--- src/rtl/scan_mux.sv ---
`default_nettype none
// ============================================================================
// Module  : scan_mux
// Brief   : N-channel registered selector. The channel select is either loaded
//           directly or stepped by a wrap-around scan counter.
// Revision: 1.0  initial release
// ============================================================================
module scan_mux #(
    parameter int WIDTH    = 8,
    parameter int CHANNELS = 4,
    parameter int SEL_BITS = 2
) (
    input  logic                        clk,
    input  logic                        rst,
    input  logic [CHANNELS*WIDTH-1:0]   d,
    input  logic                        mode,
    input  logic [SEL_BITS-1:0]         sel_in,
    input  logic                        sel_load,
    input  logic                        advance,
    input  logic                        hold,
    output logic [WIDTH-1:0]            q,
    output logic                        q_valid,
    output logic [SEL_BITS-1:0]         sel,
    output logic                        wrap,
    output logic                        sel_err
);

    // One extra bit so CHANNELS itself is representable when it is a power of two.
    localparam logic [SEL_BITS:0]   c_num_chan = (SEL_BITS+1)'(CHANNELS);
    localparam logic [SEL_BITS-1:0] c_last_sel = SEL_BITS'(CHANNELS - 1);

    logic [WIDTH-1:0]    w_chan [CHANNELS];
    logic [WIDTH-1:0]    w_data;
    logic [SEL_BITS-1:0] w_sel_nxt;
    logic                w_wrap_nxt;
    logic                w_err_nxt;

    logic [WIDTH-1:0]    r_q;
    logic                r_q_valid;
    logic [SEL_BITS-1:0] r_sel;
    logic                r_wrap;
    logic                r_sel_err;

    generate
        for (genvar k = 0; k < CHANNELS; k++) begin : g_chan
            assign w_chan[k] = d[k*WIDTH +: WIDTH];
        end
    endgenerate

    // Compare-based select keeps unused select codes from indexing past the array.
    always_comb begin
        w_data = '0;
        for (int k = 0; k < CHANNELS; k++) begin
            if (r_sel == SEL_BITS'(k)) begin
                w_data = w_chan[k];
            end
        end
    end

    always_comb begin
        w_sel_nxt  = r_sel;
        w_wrap_nxt = 1'b0;
        w_err_nxt  = 1'b0;
        if (sel_load) begin
            if ({1'b0, sel_in} < c_num_chan) begin
                w_sel_nxt = sel_in;
            end else begin
                w_err_nxt = 1'b1;
            end
        end else if (mode && advance) begin
            if (r_sel == c_last_sel) begin
                w_sel_nxt  = '0;
                w_wrap_nxt = 1'b1;
            end else begin
                w_sel_nxt = r_sel + SEL_BITS'(1);
            end
        end
    end

    always_ff @(posedge clk) begin
        if (rst) begin
            r_q       <= '0;
            r_q_valid <= 1'b0;
            r_sel     <= '0;
            r_wrap    <= 1'b0;
            r_sel_err <= 1'b0;
        end else begin
            if (!hold) begin
                r_q       <= w_data;
                r_q_valid <= 1'b1;
            end
            r_sel     <= w_sel_nxt;
            r_wrap    <= w_wrap_nxt;
            r_sel_err <= w_err_nxt;
        end
    end

    assign q       = r_q;
    assign q_valid = r_q_valid;
    assign sel     = r_sel;
    assign wrap    = r_wrap;
    assign sel_err = r_sel_err;

endmodule
`default_nettype wire

--- config.mk ---
export PLATFORM = sky130hd
export DESIGN_NAME = scan_mux
export DESIGN_NICKNAME = d
export VERILOG_FILES = /design/src/rtl/scan_mux.sv
export SDC_FILE = /design/constraint.sdc
export NUM_CORES = 1
export LEC_CHECK = 0
export CAP_MARGIN = 25
export CORE_ASPECT_RATIO = 1.2
export CORE_MARGIN = 5
export CORE_UTILIZATION = 43
export CTS_BUF_LIST = sky130_fd_sc_hd__clkbuf_4 sky130_fd_sc_hd__clkbuf_8
export CTS_CLUSTER_DIAMETER = 120
export DETAILED_ROUTE_END_ITERATION = 10
export HOLD_SLACK_MARGIN = 0.03
export PLACE_DENSITY_LB_ADDON = 0.25
export SETUP_SLACK_MARGIN = 0.1
export SYNTH_ARGS = -nofsm -noshare
export SYNTH_HDL_FRONTEND = slang
export SYNTH_SLANG_ARGS = --single-unit
--- constraint.sdc ---
create_clock -name clk -period 3.5 [get_ports clk]
set_input_delay 0.7 -clock clk [delete_from_list [all_inputs] [get_ports clk]]
set_output_delay 0.7 -clock clk [all_outputs]
set_load 0.02 [all_outputs]
-- Word-level counts from Yosys, hierarchy flattened
Cells that the tools add are included.
Widths: inputs -> output; s select.
- bits of input ports: 40
- word-level logic and storage cells: 21
- register bits after elaboration: 12
- output and inout bits: 13
- muxes and demuxes: 8
- $add $sub $neg: 1
- reduce and logical (&&, ||, !) cells: 4
- equality and inequality tests: 3
- bitwise logic cells: 1
- operator list (cell ; count):
    $mux 8 ; 4
    $mux 2 ; 3
    $eq 2x2->1 const B ; 2
    $reduce_or 3->1 ; 1
    $add 2x1->2 const B ; 1
    $eq 2x1->1 const B ; 1
    $logic_not 2->1 ; 1
    $reduce_bool 2->1 ; 1
    $logic_and 1x1->1 ; 1
    $mux 1 ; 1
    $not 1->1 ; 1

-- Depth between registers and ports, before layout
Gate-level depths: netlist of the first run.
- depth in word-level cells: 5
- gate-level depth with buffers: 6
- gate-level depth less buffers: 5

-- Least setup slack after synthesis of the first run
OpenSTA, ideal clock, no wires.
- path type: register to register
- start point: register r_sel[0], in the netlist sel[0]
- end point: register r_q[0], in the netlist q[0]
- period minus slack after synthesis: 1.603 ns
- slack: 1.897 ns
- library setup time: 0.116 ns
- cell stages (with the launch flop): 7
- arrival time: 1.488 ns
- cells stage by stage: dfxtp_1 -> inv_1 -> ha_1 -> clkbuf_8 -> nor2_1 -> a21oi_1 -> a2bb2oi_2
- word-level cells in the longest chain between the ends: 5
- elaborated cells between the ends (all ways): 8
- those cells by class: eq/ne (3); mux (4); reduce/logical (1)
- RTL lines (element ; line ; RTL):
    start, declared ; 40 ; logic [SEL_BITS-1:0] r_sel;
    start signal, assigned ; 92 ; r_sel <= w_sel_nxt;
    $logic_not 2->1 ; 54 ; if (r_sel == SEL_BITS'(k)) begin
    $mux 8 (3 in series) ; 54 ;
    $mux 8 (*) ; 54 ;
    end signal, assigned ; 89 ; r_q <= w_data;
    end, declared ; 38 ; logic [WIDTH-1:0] r_q;
Every way passes the cells marked *; elsewhere a longest branch is shown, timed or not.
A chain may end at the register's enable or synchronous reset.

-- Worst setup path after layout of the first run
- start point: register r_sel[0], in the netlist sel[0]
- end point: output sel[0]
- RTL lines (element ; line ; RTL):
    end, declared ; 23 ; output logic [SEL_BITS-1:0] sel,
No word-level cell between the ends.

==> metrics.txt, run 1 <==
Highest Clock Rate 490.2 MHz; Num CTS Buffers 3; GRT overflow 0; R2R depth 4; Syn-to-layout area delta 49.94%; largest area contributor in the netlist dfxtp_1; worst vdd ir about 0.3 mV; largest net degree at the start of global routing 19; crit path kind reg2out; Cells after Synth roughly 110; hold buffers post-CTS 0; CTS tree built; reg2reg start sel[0]; Primary FF master, synth dfxtp_1; Mapped Area between 900 and 1000 um^2; port buffer count 51; number of I/O pins 53; routability cong. 0.6854; Synth top cells by count nand2_1, dfxtp_1, inv_1, a21oi_1; Static Leak between 0.0005 and 0.0006 uW; Root Buffer clkbuf_4; Max Root-Sink Buffers 2; count of final hold-check violations 0; first-pass GRT wire length ~4200 um; clock-pin slew on the worst setup and hold paths about 0.08 ns; startpoint types flop; clock skew approximately 0.0013 ns; height of the chip ~62 um; setup TNS 0 ns; WHS Path Cells 2; Vias ~970; Placeable Area about 2100 um^2; number of synthesized flops with an enable pin 0; Crit path max-delay family buffers and inverters; H-tree levels 1; CP Cell Sequence clkdlybuf4s50_1; Yosys top cell area share 25.10%; setup slack, reg-to-reg between 1.5 and 2 ns; antenna violations before repair 0; Max Cap Viol 0; clk_lat worst skew ~0.27 ns; total of warnings raised by yosys 0; GRT Overall Usage 17.54%; #FFs+latches synth 12; Worst EP arrival between 1 and 1.5 ns; hold endpoint q_valid; WP depth 1; drt first pass iters 6; critical path data required time 2.80 ns; crit path time final between 2 and 2.5 ns; Slowest-stage cell, CP clkdlybuf4s50_1; outcome finished, final reports clean; Initial Utilization 45.70%; worst relative slew slack about three fifths; DRC 0; final worst slack about 1.5 ns; initial DRC count 16; routed vias/inst roughly 5.3; RSZ-0062 raised after global routing no; Nets 199; count leader, synth nand2_1; CP endpoint kind output pin; cells resized by post-CTS repair 0; syn_nets approximately 150; setup bufs post-CTS 0; final WL about 2700 um; # diodes 0; CTS sink count 12; ys async rst share 0%; ranking of synthesized cells by area dfxtp_1, a2bb2oi_2, nand2_1; DP HPWL approximately 2000 um; wire length per cell roughly 15 um; FF-to-FF End q[4]; sequential-to-total area share from yosys stat between 20% and 30%; min-delay src q_valid; Post-Place Setup Slack approximately 1.2 ns; buffers plus inverters on the worst setup path 1; Final Max Slew Viols 0; Yosys cell types 28; DIE WIDTH 53.07 um; power per cell area a little over 300 nW/um^2; Worst-Margin Slew 0.5843 ns; Final Cycle Share 58.29%; Row Count 18; Syn Area/Cell between 8 and 9 um^2; Worst Path Max Fanout 5; Crit path largest cell delay approximately 0.64 ns; # setup viols final 0; DRT antenna net count 0; Hold/Removal Path Class reg2reg; die area roughly 3300 um^2; ratio of cells with drive above 1 in the final layout 12.99%; vias in the first global route roughly 990
-- worst register-to-register path: cells and delay by family (launching register included) --
kind / cells / cell delay, ns
compound gates: 2 / 0.35
simple gates: 1 / 0.39
fa+ha+maj: 1 / 0.56
flops: 1 / 0.42
-- metal layers --
metal	global-route usage (%)	part of all wire, %	vias up
li1	-	-	469
met1	18.42	39	460
met2	32.45	51	34
met3	4.843	8.3	4
met4	7.664	1.2	0
met5	0	0	-
-- sequential cells by signal, indices dropped and copies added (netlist names) --
signal,count
q_valid,1
q,8
wrap,1
sel,2
-- logic make-up (layout without fill, tap and decap cells) --
family	Yosys count	in the layout	share of synthesized area [%]
AO/OA/AOI/OAI	36	36	34.64
AND/OR/NAND/NOR	33	33	17.52
adder cells (fa/ha/maj)	4	4	5.229
XOR/XNOR	1	1	0.9152
other	1	1	0.3918
buffers and inverters	20	67	16.21
flip-flops	12	12	25.10
-- how the worst max path moves through the flow --
stage	slack, ns	startpoint	end
floorplan	1.90	sel[0]	q[0]
global placement	1.23	rst	q[7]
detailed placement	1.20	rst	q[4]
CTS	1.44	sel[0]	sel[0]
global route	1.39	rst	q[2]
finish	1.46	sel[0]	sel[0]
-- stage by stage --
| step | utilization [%] | instance area (um^2) | instances | total power, uW | hold WS (ns) |
|---|---|---|---|---|---|
| global route | 68.52 | 1435 | 184 | 466.6 | 0.4764 |
| detailed placement | 66.79 | 1399 | 180 | 327.5 | 0.4492 |
| global placement | 66.79 | 1399 | 180 | 323.9 | 0.4398 |
| finish | 68.52 | 1435 | 184 | 437.4 | 0.4571 |
| CTS | 68.52 | 1435 | 184 | 443.6 | 0.4626 |
| floorplan | - | 957.2 | 107 | 254.1 | 0.5194 |
-- cell usage in the layout (no fill, tap or decap), drive strengths merged --
master / netlist / final
a211oi: 1 / 1
a21o: 1 / 1
a21oi: 10 / 10
a221o: 7 / 7
a22o: 7 / 7
a22oi: 1 / 1
a2bb2oi: 7 / 7
and3: 1 / 1
buf: 6 / 1
clkbuf: 3 / 4
clkdlybuf4s50: 0 / 51
conb: 1 / 1
dfxtp: 12 / 12
ha: 4 / 4
inv: 11 / 11
nand2: 17 / 17
nor2: 8 / 8
nor2b: 3 / 3
nor3: 1 / 1
nor3b: 3 / 3
o21a: 1 / 1
o31a: 1 / 1
xnor2: 1 / 1
-- cell type report --
cell class / count / area (um^2)
clock buffer: 4 / 36.28
fill: 175 / 659.4
inverter: 11 / 41.29
multi-input combinational: 75 / 561.8
sequential: 12 / 240.2
tap: 30 / 37.54
timing repair buffer: 52 / 518.0
-- power breakdown --
group          switching [uW]  internal (uW)  total, uW
combinational            70.4           97.2        168
sequential               7.70            149        157
clock                    50.1           63.2        113
(Power assumes the default switching activity.)
==> run 2: changes to the inputs <==
--- a/config.mk
+++ b/config.mk
@@ -8,7 +8,7 @@
 export CAP_MARGIN = 25
 export CORE_ASPECT_RATIO = 1.2
 export CORE_MARGIN = 5
-export CORE_UTILIZATION = 43
+export CORE_UTILIZATION = 36
 export CTS_BUF_LIST = sky130_fd_sc_hd__clkbuf_4 sky130_fd_sc_hd__clkbuf_8
 export CTS_CLUSTER_DIAMETER = 120
 export DETAILED_ROUTE_END_ITERATION = 10
==> constraint.sdc (replaced) <==
create_clock -name clk -period 1.77 [get_ports clk]
set_input_delay 0.354 -clock clk [delete_from_list [all_inputs] [get_ports clk]]
set_output_delay 0.354 -clock clk [all_outputs]
set_load 0.02 [all_outputs]
==> run 2 against run 1 <==
Compared with the run above:
- clock skew increased by 0.0022 ns
- non-clock buffer count increased by 7
- critical path depth unchanged
- sequential cell count unchanged
- register-to-register slack got worse by 1.5 ns
- total power increased by 87%
- final cell count increased by 4.9%
- largest cell class is now buffers
==> metrics.txt, run 2 (synthesized netlist as in run 1, its figures left out) <==
FF-to-FF End q[4]; Hold/Removal Path Class reg2reg; height of the chip ~66 um; DP HPWL approximately 2100 um; most frequent cells in the layout clkdlybuf4s50_1, nand2_1, dfxtp_1; Clock power frac between 20% and 30%; count of final hold-check violations 0; Crit path max-delay family buffers and inverters; flip-flop count of the largest register after layout 8; Vias 969; hold endpoint q_valid; Static Leak 0.0006236 uW; min-delay src q_valid; DRC 0; Root Buffer clkbuf_4; routability cong. 0.7957; Crit path largest cell delay 0.61 ns; initial DRC count 32; first-pass GRT wire length around 4300 um; CP endpoint kind output pin; # setup viols final 0; DIE WIDTH 57.07 um; routed vias/inst about 5; Worst EP arrival ~1.2 ns; non-filler cells, final between 150 and 200; Max Root-Sink Buffers 2; commonest non-fill, non-tap cell in the layout clkdlybuf4s50_1; largest net degree at the start of global routing 10; GRT overflow 0; Worst Path Max Fanout 2; Syn-to-layout area delta 54.51%; port buffer count a little over 50; final WL 2659 um; Placeable Area ~2600 um^2; Core Util, Final between 50% and 60%; wire length per cell 13.78 um; vias in the first global route 1006; number of I/O pins 53; met3 WL 280 um; drt first pass iters 4; # diodes 0; startpoint types flop; reg2reg start sel[1]; CTS tree built; critical path data required time 1.42 ns; Row Count 20; power per cell area around 550 nW/um^2; cells resized by post-CTS repair 1; clk_lat worst skew between 0.2 and 0.3 ns; Num CTS Buffers 3; met2 wire length roughly 1300 um; setup slack, reg-to-reg 0.26 ns; Max Cap Viol 0; clock skew between 0.003 and 0.004 ns; clock-pin slew on the worst setup and hold paths 0.08 ns; buffers plus inverters on the worst setup path 1; Sw Ratio 29.90%; Initial Utilization a little under two fifths; WL met1 approximately 1000 um; R2R depth 5; RSZ-0062 raised after global routing no; Final Cycle Share between 80 and 90%; DRT antenna net count 0; placed cell count 190; hold buffers post-CTS 0; WHS Path Cells 2; crit path time final ~1.6 ns; GRT Overall Usage 14.38%; part of the power in combinational logic 41.7%; outcome finished, final reports clean; setup bufs post-CTS 0; DR top layer met4; Nets 206; CP Cell Sequence clkdlybuf4s50_1; total internal power between 500 and 600 uW; die area approximately 3800 um^2; Highest Clock Rate between 600 and 700 MHz; Slowest-stage cell, CP clkdlybuf4s50_1; Final Max Slew Viols 0; H-tree levels 1; ratio of cells with drive above 1 in the final layout between 10% and 20%; crit path kind reg2out; switching pwr 244.9 uW; sequential share of power a little under two fifths; antenna violations before repair 0; CTS sink count 12; worst vdd ir between 0.4 and 0.5 mV
-- run 2: cell count changes in the layout (fill, tap and decap cells not counted) --
cell	delta
buf_4	+7
clkbuf_8	-1
clkdlybuf4s50_1	-2
dlygate4sd2_1	+1
dlymetal6s2s_1	+1
-- run 2: worst max path at each step --
stage / start / endpoint / slack, ns / cells past startpoint
after floorplan: sel[0] / q[0] / 0.17 / 6
after global placement: rst / q[0] / 0.04 / 4
after detailed placement: rst / q[4] / -0.002 / 4
after CTS: sel[1] / sel[1] / 0.10 / 1
after global routing: q[3] / q[3] / 0.14 / 1
final: q[3] / q[3] / 0.19 / 1
-- run 2: layout make-up --
class                           instances  area (um^2)
Fill cell                             257         1074
Timing Repair Buffer                   59        571.8
Multi-Input combinational cell         75        561.8
Sequential cell                        12        240.2
Inverter                               11        41.29
Tap cell                               33        41.29
Clock buffer                            3        22.52
-- run 2: layer usage --
layer	GRT usage, %	vias up
met2	24.43	42
met4	5.797	0
met3	5.233	2
met1	16.18	439
met5	0	-
li1	-	486
-- run 2: worst min-delay path: stages (launching register included) --
cell	delay [ns]
dfxtp_1	0.32
inv_1	0.05
a21oi_1	0.05
-- run 2: power groups by stage --
stage / logic [uW] / clock network, uW / registers, uW
after floorplan: 158 / 0 / 344
after global placement: 340 / 0 / 316
after detailed placement: 344 / 0 / 317
after CTS: 345 / 175 / 310
after global routing: 369 / 188 / 313
final: 341 / 168 / 310
-- run 2: stage by stage --
stage          total power (uW)  hold WS (ns)  area [um^2]  setup TNS, ns  worst slack, ns
4_1_cts                   829.7        0.4600         1476              0           0.1032
5_1_grt                   870.3        0.4808         1479              0           0.1360
3_3_place_gp              655.7        0.4391         1455              0          0.04245
3_5_place_dp              660.7        0.4498         1455      -0.002123        -0.002123
6_report                  819.2        0.4554         1479              0           0.1906
2_1_floorplan             502.5        0.4301        957.2              0           0.1666
==> run 3: changes to the inputs <==
--- a/config.mk
+++ b/config.mk
@@ -5,15 +5,17 @@
 export SDC_FILE = /design/constraint.sdc
 export NUM_CORES = 1
 export LEC_CHECK = 0
+export ABC_AREA = 1
 export CAP_MARGIN = 25
 export CORE_ASPECT_RATIO = 1.2
 export CORE_MARGIN = 5
-export CORE_UTILIZATION = 36
+export CORE_UTILIZATION = 34
 export CTS_BUF_LIST = sky130_fd_sc_hd__clkbuf_4 sky130_fd_sc_hd__clkbuf_8
 export CTS_CLUSTER_DIAMETER = 120
 export DETAILED_ROUTE_END_ITERATION = 10
 export HOLD_SLACK_MARGIN = 0.03
 export PLACE_DENSITY_LB_ADDON = 0.25
+export RECOVER_POWER = 100
 export SETUP_SLACK_MARGIN = 0.1
 export SYNTH_ARGS = -nofsm -noshare
 export SYNTH_HDL_FRONTEND = slang
==> run 3 against run 2 <==
Compared with the run above:
- critical path depth unchanged
- utilization decreased by 2.6 points
- cell area decreased by 7.3%
- critical endpoint is now q[0]
- register-to-register slack about the same
- sequential share of layout area increased by 1.3 points
- via count decreased by 3.5%
- non-clock buffer count decreased by 6
- largest power group unchanged
- synthesized cell count increased by 13%
- worst setup slack got worse by 0.071 ns
- first-iteration DRC count decreased by 50%
- worst hold slack improved by 0.0072 ns
- clock power increased by 32%
==> metrics.txt, run 3 <==
setup TNS 0 ns; # setup viols final 0; hold buffers post-CTS 0; Row Count 20; Post-Synth Simple-Gate Area a little under a fifth; startpoint types flop; Worst EP arrival approximately 1.3 ns; height of the chip between 60 and 70 um; critical path data required time 1.42 ns; commonest non-fill, non-tap cell in the layout clkdlybuf4s50_1; outcome finished, final reports clean; CTS sink count 12; post-synthesis mux area share 0%; reg2reg start sel[0]; Initial Utilization roughly a third; non-filler cells, final about 200; Syn-to-layout area delta 59.53%; flip-flop count of the largest register after layout 8; Slowest-stage cell, CP dlygate4sd3_1; ys async rst share 0%; Max Cap Viol 0; Highest Clock Rate roughly 610 MHz; clock skew approximately 0.0037 ns; setup slack, reg-to-reg around 0.27 ns; DRT antenna net count 0; FF-to-FF End q[1]; initial DRC count 16; Final Max Slew Viols 0; Vias 935; Yosys cell types 17; hold endpoint q_valid; Synth top cells by count nand2_1, a21oi_1, a21oi_2, dfxtp_1, inv_1; Crit path max-delay family buffers and inverters; clock-pin slew on the worst setup and hold paths 0.07 ns; Worst Path Max Fanout 2; H-tree levels 1; Syn Area/Cell slightly above 7 um^2; Yosys top cell area share about 28%; Final Cycle Share between 90% and 100%; CTS tree built; Worst-Margin Slew around 0.70 ns; final WL roughly 2400 um; worst vdd ir around 0.25 mV; final worst slack roughly 0.12 ns; WHS Path Cells 2; GRT overflow 0; Num CTS Buffers 3; main combinational cell family by area after synthesis compound AO/OA/AOI/OAI gates; post-synthesis adder-cell area fraction a little under 6%; Post-Place Setup Slack roughly 0.27 ns; power per cell area 618.9 nW/um^2; first-pass GRT wire length a little over 4000 um; crit path time final 1.650 ns; CP Cell Sequence dlygate4sd3_1; largest area contributor in the netlist dfxtp_1; DIE WIDTH 55.90 um; count leader, synth nand2_1; Mapped Area roughly 860 um^2; Static Leak 0.0006251 uW; crit path kind reg2out; clk_lat worst skew ~0.28 ns; routed vias/inst about 4.6; DP HPWL approximately 2000 um; largest net degree at the start of global routing 17; syn_nets ~170; drt first pass iters 5; sequential-to-total area share from yosys stat 27.95%; Crit path largest cell delay 0.68 ns; total of warnings raised by yosys 0; # diodes 0; antenna violations before repair 0; xor/xnor cell area share of the yosys netlist 0%; count of final hold-check violations 0; vias in the first global route 953; cells resized by post-CTS repair 2; min-delay src q_valid; port buffer count 51; wire length per cell approximately 12 um; number of synthesized flops with an enable pin 0; number of I/O pins 53; CP endpoint kind output pin; Primary FF master, synth dfxtp_1; Placeable Area approximately 2500 um^2; ranking of synthesized cells by area dfxtp_1, a21oi_2, nand2_1; worst relative slew slack 53.24%; DRC 0; Nets around 220; buffers plus inverters on the worst setup path 1; most frequent cells in the layout clkdlybuf4s50_1, nand2_1, a21oi_1; die area between 3000 and 4000 um^2; #FFs+latches synth 12; Root Buffer clkbuf_4; ratio of cells with drive above 1 in the final layout a little under an eighth; GRT Overall Usage between 10% and 20%; placed cell count slightly below 200; Hold/Removal Path Class reg2reg; Cells after Synth around 120; R2R depth 6; setup bufs post-CTS 0; post-synthesis compound-gate area fraction between 30% and 40%; RSZ-0062 raised after global routing no; Max Root-Sink Buffers 2; routability cong. roughly 0.84
run 3: changes by cell type after synthesis, sizes merged, moves of 7 or more:
cell     delta
a21oi      +23
o21ai      +10
nand2       +8
nand3       +8
a221o       -7
a22o        -7
a2bb2oi     -7
run 3: per-stage QoR:
step                cell area [um^2]  hold WS [ns]  util, %  power, uW
floorplan                      859.6        0.4231        -      501.3
global placement                1354        0.4514    54.65      642.9
detailed placement              1354        0.4602    54.65      649.1
CTS                             1388        0.4778    56.01      868.2
global route                    1371        0.5132    55.35      898.3
finish                          1371        0.4626    55.35      848.7
run 3: routing by layer:
metal / up-vias / GRT usage, % / wire length, um
li1: 491 / - / -
met1: 401 / 15.97 / 1033
met2: 38 / 24.26 / 1223
met3: 5 / 2.390 / 146
met4: 0 / 7.122 / 44
met5: - / 0 / 0
run 3: worst register-to-register path: cells and delay by family, from the launching register on:
kind,cells,cell delay (ns)
compound gates,2,0.22
fa+ha+maj,1,0.61
buf+inv,1,0.09
flops,1,0.36
simple gates,2,0.16
run 3: worst max-delay path by stage:
stage | from | to | cells after the start
floorplan | sel[0] | q[3] | 8
global placement | sel[0] | q[5] | 6
detailed placement | sel[0] | q[5] | 6
CTS | q[5] | q[5] | 1
global route | q[5] | q[5] | 1
finish | q[0] | q[0] | 1
run 3: logic make-up after synthesis:
kind of cell	count (synthesis)
buffers and inverters	23
adder cells (fa/ha/maj)	4
AO/OA/AOI/OAI	43
other	1
AND/OR/NAND/NOR	38
flip-flops	12
run 3: cell type report:
cell class / count / area [um^2]
well taps: 33 / 41.29
flip-flops and latches: 12 / 240.2
multi-input cells: 86 / 471.7
clock buffers: 4 / 36.28
repair buffers: 53 / 523.0
inverters: 15 / 58.81
fillers: 232 / 1106
run 3: report_power, final:
part	switching [uW]	internal, uW
combinational	158	163
clock	97.3	125
sequential	13.0	292
total	269	580
